===== config.mk =====
export PLATFORM = sky130hd
export DESIGN_NAME = div_result_reconstructor_flat
export DESIGN_NICKNAME = d
export VERILOG_FILES = /design/src/rtl/div_result_reconstructor_if.sv /design/src/rtl/div_result_reconstructor.sv /design/src/flat_wrapper.sv
export SDC_FILE = /design/constraint.sdc
export NUM_CORES = 1
export LEC_CHECK = 0
export ABC_AREA = 1
export ABC_CLOCK_PERIOD_IN_PS = 1700
export CAP_MARGIN = 20
export CORE_UTILIZATION = 46
export CTS_BUF_LIST = sky130_fd_sc_hd__clkbuf_4 sky130_fd_sc_hd__clkbuf_8 sky130_fd_sc_hd__clkbuf_16
export DETAILED_ROUTE_END_ITERATION = 7
export HOLD_SLACK_MARGIN = 0.03
export PLACE_DENSITY = 0.72
export REMOVE_ABC_BUFFERS = 1
export SLEW_MARGIN = 15
export SYNTH_ARGS = -nofsm -noshare
export SYNTH_HDL_FRONTEND = slang
export SYNTH_SLANG_ARGS = --single-unit

===== constraint.sdc =====
create_clock -name clk -period 1.7 [get_ports clk]
set_input_delay 0.425 -clock clk [delete_from_list [all_inputs] [get_ports clk]]
set_output_delay 0.425 -clock clk [all_outputs]
set_load 0.02 [all_outputs]

===== src/rtl/div_result_reconstructor_if.sv =====
// Request/result bundle between the divider self-check stage and its driver.
interface div_result_reconstructor_if #(parameter int WIDTH = 8);
  logic               start;
  logic [WIDTH-1:0]   quotient;
  logic [WIDTH-1:0]   divisor;
  logic [WIDTH-1:0]   remainder;
  logic [2*WIDTH-1:0] exp_dividend;
  logic [2*WIDTH-1:0] dividend;
  logic               busy;
  logic               done;
  logic               mismatch;
  logic               rem_err;
  logic               div_zero;

  modport master (
    output start, quotient, divisor, remainder, exp_dividend,
    input  dividend, busy, done, mismatch, rem_err, div_zero
  );

  modport slave (
    input  start, quotient, divisor, remainder, exp_dividend,
    output dividend, busy, done, mismatch, rem_err, div_zero
  );
endinterface


===== src/rtl/div_result_reconstructor.sv =====
// Rebuilds dividend = quotient*divisor + remainder with a one-bit-per-clock
// shift-add multiplier and flags mismatching or illegal divider results.
module div_result_reconstructor #(
  parameter int WIDTH = 8
) (
  input  logic                        clk,
  input  logic                        rst,
  div_result_reconstructor_if.slave   bus
);
  localparam int DW = 2 * WIDTH;
  localparam int CW = $clog2(WIDTH + 1);

  typedef enum logic [1:0] {IDLE, MUL, DONE} state_e;

  state_e           state_q, state_d;
  logic [WIDTH-1:0] mplr_q, mplr_d;
  logic [DW-1:0]    mcand_q, mcand_d;
  logic [DW-1:0]    acc_q, acc_d;
  logic [DW-1:0]    exp_q, exp_d;
  logic [CW-1:0]    cnt_q, cnt_d;
  logic             rem_err_c_q, rem_err_c_d;
  logic             div_zero_c_q, div_zero_c_d;
  logic [DW-1:0]    dividend_q, dividend_d;
  logic             busy_q, busy_d;
  logic             done_q, done_d;
  logic             mismatch_q, mismatch_d;
  logic             rem_err_q, rem_err_d;
  logic             div_zero_q, div_zero_d;
  logic             accept;

  // Start is only honoured when not multiplying, i.e. in IDLE or DONE.
  assign accept = bus.start && (state_q != MUL);

  always_comb begin
    state_d      = state_q;
    mplr_d       = mplr_q;
    mcand_d      = mcand_q;
    acc_d        = acc_q;
    exp_d        = exp_q;
    cnt_d        = cnt_q;
    rem_err_c_d  = rem_err_c_q;
    div_zero_c_d = div_zero_c_q;
    dividend_d   = dividend_q;
    busy_d       = busy_q;
    done_d       = 1'b0;
    mismatch_d   = mismatch_q;
    rem_err_d    = rem_err_q;
    div_zero_d   = div_zero_q;

    case (state_q)
      IDLE: ;
      MUL: begin
        if (cnt_q == CW'(WIDTH)) begin
          // Accumulator is final: publish result and flags together with done.
          state_d    = DONE;
          busy_d     = 1'b0;
          done_d     = 1'b1;
          dividend_d = acc_q;
          mismatch_d = (acc_q != exp_q);
          rem_err_d  = rem_err_c_q;
          div_zero_d = div_zero_c_q;
        end else begin
          if (mplr_q[0]) acc_d = acc_q + mcand_q;
          mcand_d = mcand_q << 1;
          mplr_d  = mplr_q >> 1;
          cnt_d   = cnt_q + CW'(1);
        end
      end
      DONE:    state_d = IDLE;
      default: state_d = IDLE;
    endcase

    if (accept) begin
      state_d      = MUL;
      busy_d       = 1'b1;
      mplr_d       = bus.quotient;
      mcand_d      = DW'(bus.divisor);
      acc_d        = DW'(bus.remainder);
      exp_d        = bus.exp_dividend;
      cnt_d        = '0;
      rem_err_c_d  = (bus.remainder >= bus.divisor);
      div_zero_c_d = (bus.divisor == '0);
    end
  end

  always_ff @(posedge clk) begin
    if (rst) begin
      state_q      <= IDLE;
      mplr_q       <= '0;
      mcand_q      <= '0;
      acc_q        <= '0;
      exp_q        <= '0;
      cnt_q        <= '0;
      rem_err_c_q  <= 1'b0;
      div_zero_c_q <= 1'b0;
      dividend_q   <= '0;
      busy_q       <= 1'b0;
      done_q       <= 1'b0;
      mismatch_q   <= 1'b0;
      rem_err_q    <= 1'b0;
      div_zero_q   <= 1'b0;
    end else begin
      state_q      <= state_d;
      mplr_q       <= mplr_d;
      mcand_q      <= mcand_d;
      acc_q        <= acc_d;
      exp_q        <= exp_d;
      cnt_q        <= cnt_d;
      rem_err_c_q  <= rem_err_c_d;
      div_zero_c_q <= div_zero_c_d;
      dividend_q   <= dividend_d;
      busy_q       <= busy_d;
      done_q       <= done_d;
      mismatch_q   <= mismatch_d;
      rem_err_q    <= rem_err_d;
      div_zero_q   <= div_zero_d;
    end
  end

  assign bus.dividend = dividend_q;
  assign bus.busy     = busy_q;
  assign bus.done     = done_q;
  assign bus.mismatch = mismatch_q;
  assign bus.rem_err  = rem_err_q;
  assign bus.div_zero = div_zero_q;
endmodule

===== src/flat_wrapper.sv =====
// flat-port wrapper written by rule: the top's interface ports become plain ports
module div_result_reconstructor_flat 
#(
  parameter int WIDTH = 8
)
  (clk, rst, bus_start, bus_quotient, bus_divisor, bus_remainder, bus_exp_dividend, bus_dividend, bus_busy, bus_done, bus_mismatch, bus_rem_err, bus_div_zero);
  div_result_reconstructor_if #(.WIDTH(WIDTH)) bus_i ();
  input  logic clk;
  input  logic rst;
  input wire logic [$bits(bus_i.start)-1:0] bus_start;
  input wire logic [$bits(bus_i.quotient)-1:0] bus_quotient;
  input wire logic [$bits(bus_i.divisor)-1:0] bus_divisor;
  input wire logic [$bits(bus_i.remainder)-1:0] bus_remainder;
  input wire logic [$bits(bus_i.exp_dividend)-1:0] bus_exp_dividend;
  output wire logic [$bits(bus_i.dividend)-1:0] bus_dividend;
  output wire logic [$bits(bus_i.busy)-1:0] bus_busy;
  output wire logic [$bits(bus_i.done)-1:0] bus_done;
  output wire logic [$bits(bus_i.mismatch)-1:0] bus_mismatch;
  output wire logic [$bits(bus_i.rem_err)-1:0] bus_rem_err;
  output wire logic [$bits(bus_i.div_zero)-1:0] bus_div_zero;
  assign bus_i.start = bus_start;
  assign bus_i.quotient = bus_quotient;
  assign bus_i.divisor = bus_divisor;
  assign bus_i.remainder = bus_remainder;
  assign bus_i.exp_dividend = bus_exp_dividend;
  assign bus_dividend = bus_i.dividend;
  assign bus_busy = bus_i.busy;
  assign bus_done = bus_i.done;
  assign bus_mismatch = bus_i.mismatch;
  assign bus_rem_err = bus_i.rem_err;
  assign bus_div_zero = bus_i.div_zero;
  div_result_reconstructor #(.WIDTH(WIDTH)) u_core (.clk(clk), .rst(rst), .bus(bus_i));
endmodule

# After elaboration in Yosys (flattened, before gate mapping)
# Index checks and enable logic that the tools add are counted.
dict set report word_totals {
  reg_bits 85
  latch_bits 0
  ram_bits 0
  rom_bits 0
  in_bits 43
  output_inout_bits 21
  word_cells 64
  n_memories 0
}
dict set report classes {
  addsub 2
  mul 0
  n_div 0
  magnitude_cmp 1
  eq_ne 8
  n_shift 0
  mux 17
  bitwise_logic 3
  reduce_logical 16
}
# operator n
set ops {}
lappend ops {{two-way mux 8 bit} 10}
lappend ops {{adder 16 bit} 1}
lappend ops {{!= test 16 bit} 1}
lappend ops {{AND reduction 2 bit} 6}
lappend ops {{greater-or-equal comparator 8 bit} 1}
lappend ops {{logical NOT 8 bit} 1}
lappend ops {{!= test 2 x 1 -> 1 bit, second input constant} 4}
lappend ops {{AND reduction 3 bit} 2}
lappend ops {{nonzero test 2 bit} 3}
lappend ops {{two-way mux 1 bit} 5}
lappend ops {{adder 4 x 1 -> 4 bit, second input constant} 1}
lappend ops {{equality test 4 bit, second input constant} 1}
lappend ops {{one-hot mux 2 bit (2 select lines)} 1}
lappend ops {{OR reduction 2 bit} 2}
lappend ops {{!= test 3 x 1 -> 1 bit, second input constant} 1}
lappend ops {{inverter 1 bit} 3}
lappend ops {{equality test 2 x 1 -> 1 bit, second input constant} 1}
lappend ops {{logical NOT 2 bit} 1}
lappend ops {{two-way mux 2 bit} 1}
lappend ops {{logical AND 1 bit} 1}

# Depth between registers and ports, before layout
dict set report depth {
  depth_word 5
  depth_mapped 11
  mapped_depth_nobuf 11
}

# Worst setup path after synthesis
# OpenSTA, ideal clock, no wires.
dict set report synth_timing {
  path_kind {register -> register}
  startpoint {register u_core.acc_q[0]}
  endpoint {register u_core.acc_q[8]}
  setup_ps 115
  arrival_time_ps 1535
  required_time_ps 1585
  path_slack_ps 50
  stages_incl_launch_ff 9
  path_buffers 0
  synth_period_minus_slack_ps 1650
  path_cell_list {dfxtp_1 > ha_1 > fa_1 > nand3_1 > nand3_1 > a21oi_1 > nor2_1 > o21ai_0 > inv_1}
}
dict set report synth_between {
  elab_chain_cells 1
}
# element line
set synth_rtl {}
lappend synth_rtl {{start: declaration} div_result_reconstructor.sv:18} ;# logic [DW-1:0] acc_q, acc_d;
lappend synth_rtl {{start signal: assignment} div_result_reconstructor.sv:91} ;# acc_q <= '0;
lappend synth_rtl {{start signal: assignment} div_result_reconstructor.sv:106} ;# acc_q <= acc_d;
lappend synth_rtl {{adder 16 bit} div_result_reconstructor.sv:63} ;# if (mplr_q[0]) acc_d = acc_q + mcand_q;
# No other way between the ends.
# A chain may end at the register's enable or synchronous reset.

# Worst setup path after layout
dict set report layout_timing {
  startpoint {register u_core.mcand_q[11]}
  endpoint {register u_core.acc_q[12]}
}
dict set report layout_between {
  elab_chain_cells 1
}
# element line
set layout_rtl {}
lappend layout_rtl {{start: declaration} div_result_reconstructor.sv:17} ;# logic [DW-1:0] mcand_q, mcand_d;
lappend layout_rtl {{start signal: assignment} div_result_reconstructor.sv:105} ;# mcand_q <= mcand_d;
lappend layout_rtl {{adder 16 bit} div_result_reconstructor.sv:63}
# No other way between the ends.

==> metrics.txt <==
crit-path max FO=5; Fill cells=891; status=finished clean; Rel. slew slack=80.74%; Die Y=101.1 um; cell taking the most area after synthesis=dfxtp_1; sequential share of power=48.5%; initial core utilization=48.25%; Leak=2.816 nW; Cell Area, Placed=5657 um^2; Syn. warnings=0; Startpoint Class=flop; RR Startpoint=u_core.mcand_q[11]$_SDFFE_PP0N_; Mapped Area=between 4000 and 5000 um^2; fraction of layout cells with a size suffix above 1=approximately 16%; Core Box Area=roughly 9400 um^2; num rows=35; CP arrival=1.89 ns; final setup margin=between 0.08 and 0.09 ns; Setup WS pre-CTS=-0.2131 ns; Critical path destination=u_core.acc_q[12]$_SDFFE_PP0P_; DRT iter0 DRCs=172; vias=4479; first-pass GRT wire length=19.95 mm; Final #Nets=between 800 and 900; reg2reg path depth=8; DR WL/cell=13.40 um; vias in the first global route=4343; CTS tree=done; NetSw=1.273 mW; maxcap violations=0; crit path max-delay cell type=ha_1; peak supply drop=0.3523 mV; Reg clk slew, reported paths=0.09 ns; RSZ-0062 raised after global routing=yes; Hold Violations, Final=0; Final Skew=0.01227 ns; largest net degree at the start of global routing=30; Yosys cell types=30; Setup crit start=u_core.mcand_q[11]$_SDFFE_PP0N_; Period minus WS final=1.616 ns; DP Wirelength=between 9 and 10 mm; Critical Path End Type=flop; most used flip-flop cell after synthesis=dfxtp_1; initial antenna violation count=0; Crit path top cell by count=nand2_1; sequential share of the synthesized area=37.63%; Net Sw Frac=28.40%; Total GRT Usage=between 20% and 30%; setup TNS=0 ns; worst path cell trace=ha_1, nand2_1, nor2_1, nand2_1, nand4_1, nand3_1, nand2_1, inv_1; Area contributors post-synth=dfxtp_1 38%, nand2_1 15%, inv_1 7.3%, ha_1 6.9%, a21oi_1 6.1%; WS Path Type=reg -> reg; later-pin clock latency in the skew report=0.37 ns; Routed Antenna Nets=0; Hold Crit Class=reg -> reg; Comb pwr share=20.2%; Cells after Synth=655; I/O pin count=64; CTS Root Buffer Type=clkbuf_8; final setup vio count=0; vias per cell=5.004; DRC=0; CTS sink count=85; Diodes inserted=0; Pwr per Cell Area=740.1 nW/um^2; Bufs on Longest Clock Path=2; post-route cell area=6056 um^2; HP Start=u_core.rem_err_c_q$_SDFFE_PP0P_; final wirelength=11.99 mm; share of the synthesized area in the top cell type=between 30% and 40%; critical path required time=1.97 ns; Internal Pwr Total=roughly 3.2 mW; die width=101.1 um; CP max stage delay=0.39 ns; Final Util=64.62%; H-Tree Depth=3; Clk pwr share=31.3%; worst reg2reg setup slack=0.08 ns; area grow syn2layout=33.92%; EDFF count, synth=0; FMAX=0.6189 GHz; Syn Area/Cell=6.904 um^2; # hold bufs at CTS=0; FF-to-FF End=u_core.acc_q[12]$_SDFFE_PP0P_; GR Overflow Total=0; First-pass DRT Iterations=7; multi-input logic area=2527 um^2; CTS buffer count=9; PortBufs=63; RePlAce Congestion=~0.84; Tcrit/Tclk final=95.05%; Synth async-reset ratio=0%; actual slew at the worst max-slew pin=0.2862 ns; Pins Over Slew Limit=0; synthesis-stage register bit count=85; total die area=10230 um^2; Register Area=1710 um^2
==> cell usage after synthesis (4+ instances only) <==
master,instances
xor2_1,8
a31oi_1,10
inv_2,5
ha_1,25
clkbuf_1,11
nand4_1,5
inv_1,88
o21ai_0,51
nand3_1,50
nor2_4,4
buf_2,8
nor3_1,6
a21oi_1,55
dfxtp_1,85
xnor2_1,8
nor2_1,41
nand2_1,178
==> layout make-up <==
cell class / instances / area share [%]
Clock buffer: 10 / 2.169
Clock inverter: 4 / 0.8471
Inverter: 95 / 6.054
Multi-Input combinational cell: 453 / 41.74
Sequential cell: 85 / 28.24
Tap cell: 129 / 2.665
Timing Repair Buffer: 119 / 18.29
==> cell families after synthesis <==
group                      after synthesis  synth area share [%]
DFF                                     85                 37.63
and+or+nand+nor                        293                 28.00
AOI/OAI and AO/OA                      118                 13.42
adders and majority gates               26                 7.360
xor gates and xnor gates                16                 3.099
buffers and inverters                  117                 10.49
==> power groups by stage <==
stage               sequential [mW]  clock, mW  combinational, mW
finish                         2.17       1.40              0.907
global route                   2.18       1.51               1.01
CTS                            2.16       1.43              0.855
detailed placement             2.20          0              0.851
global placement               2.20          0              0.825
floorplan                      2.19          0              0.441
==> worst min path at each step <==
stage	end	slack, ns	depth (start not counted)
floorplan	u_core.bus.rem_err$_SDFFE_PP0P_	0.42	2
global placement	u_core.mplr_q[7]$_SDFFE_PP0P_	0.45	2
global route	u_core.bus.rem_err$_SDFFE_PP0P_	0.48	2
CTS	u_core.bus.rem_err$_SDFFE_PP0P_	0.47	2
finish	u_core.bus.rem_err$_SDFFE_PP0P_	0.46	2
detailed placement	u_core.bus.dividend[5]$_SDFFE_PP0P_	0.46	2
==> registers in the layout (all words and copies together), names as in the netlist <==
signal               flops
u_core.bus.div_zero      1
u_core.bus.dividend     16
u_core.bus.rem_err       1
u_core.div_zero_c_q      1
u_core.cnt_q             4
u_core.mcand_q          16
u_core.mplr_q            8
u_core.state_q           2
u_core.acc_q            16
u_core.rem_err_c_q       1
u_core.bus.done          1
u_core.exp_q            16
u_core.bus.busy          1
u_core.bus.mismatch      1
==> critical path, delay by kind of cell (launching register included) <==
family	cells	cell delay [ns]
and+or+nand+nor	6	0.73
adders and majority gates	1	0.39
buffers and inverters	1	0.03
DFF	1	0.35
==> per-layer routing <==
metal | track usage [%] | wire length, um | vias up
met3 | 3.658 | 529 | 18
met2 | 44.17 | 5856 | 106
li1 | - | - | 2311
met5 | 0 | 0 | -
met4 | 9.365 | 209 | 0
met1 | 31.27 | 5396 | 2044
==> what timing repair did <==
item	in CTS	in global routing
resized for setup	25	44
endpoints found under the hold margin	0	0
cloned	0	0
setup endpoints to repair	28	37
setup buffers	0	5
pin swaps	0	11
==> cell usage in the layout (no fill, tap or decap), types with 2 or more instances in the layout <==
cell,count
nand3_2,3
dfxtp_1,78
dfxtp_2,7
nand4_1,5
nor2_4,4
a21oi_1,53
xor2_1,7
ha_2,2
clkdlybuf4s50_1,42
nand3_1,46
o21ai_1,2
buf_12,6
a31oi_1,10
dlygate4sd2_1,21
a21oi_2,2
o21ai_0,49
nor3_1,5
inv_4,4
nand2_1,172
nand2_4,3
nor2_1,40
clkbuf_8,9
ha_1,15
ha_4,8
inv_1,86
buf_4,48
xnor2_1,8
nand2_2,5
buf_6,2
nor4_1,2
inv_2,4
nor2_2,2
==> stage by stage <==
step           cells  hold WS (ns)  total power, mW
2_1_floorplan    633        0.4191            2.632
3_3_place_gp     876        0.4489            3.025
3_5_place_dp     876        0.4605            3.055
4_1_cts          890        0.4695            4.445
5_1_grt          895        0.4847            4.699
6_report         895        0.4629            4.482
Power figures use the tool's default switching activity.
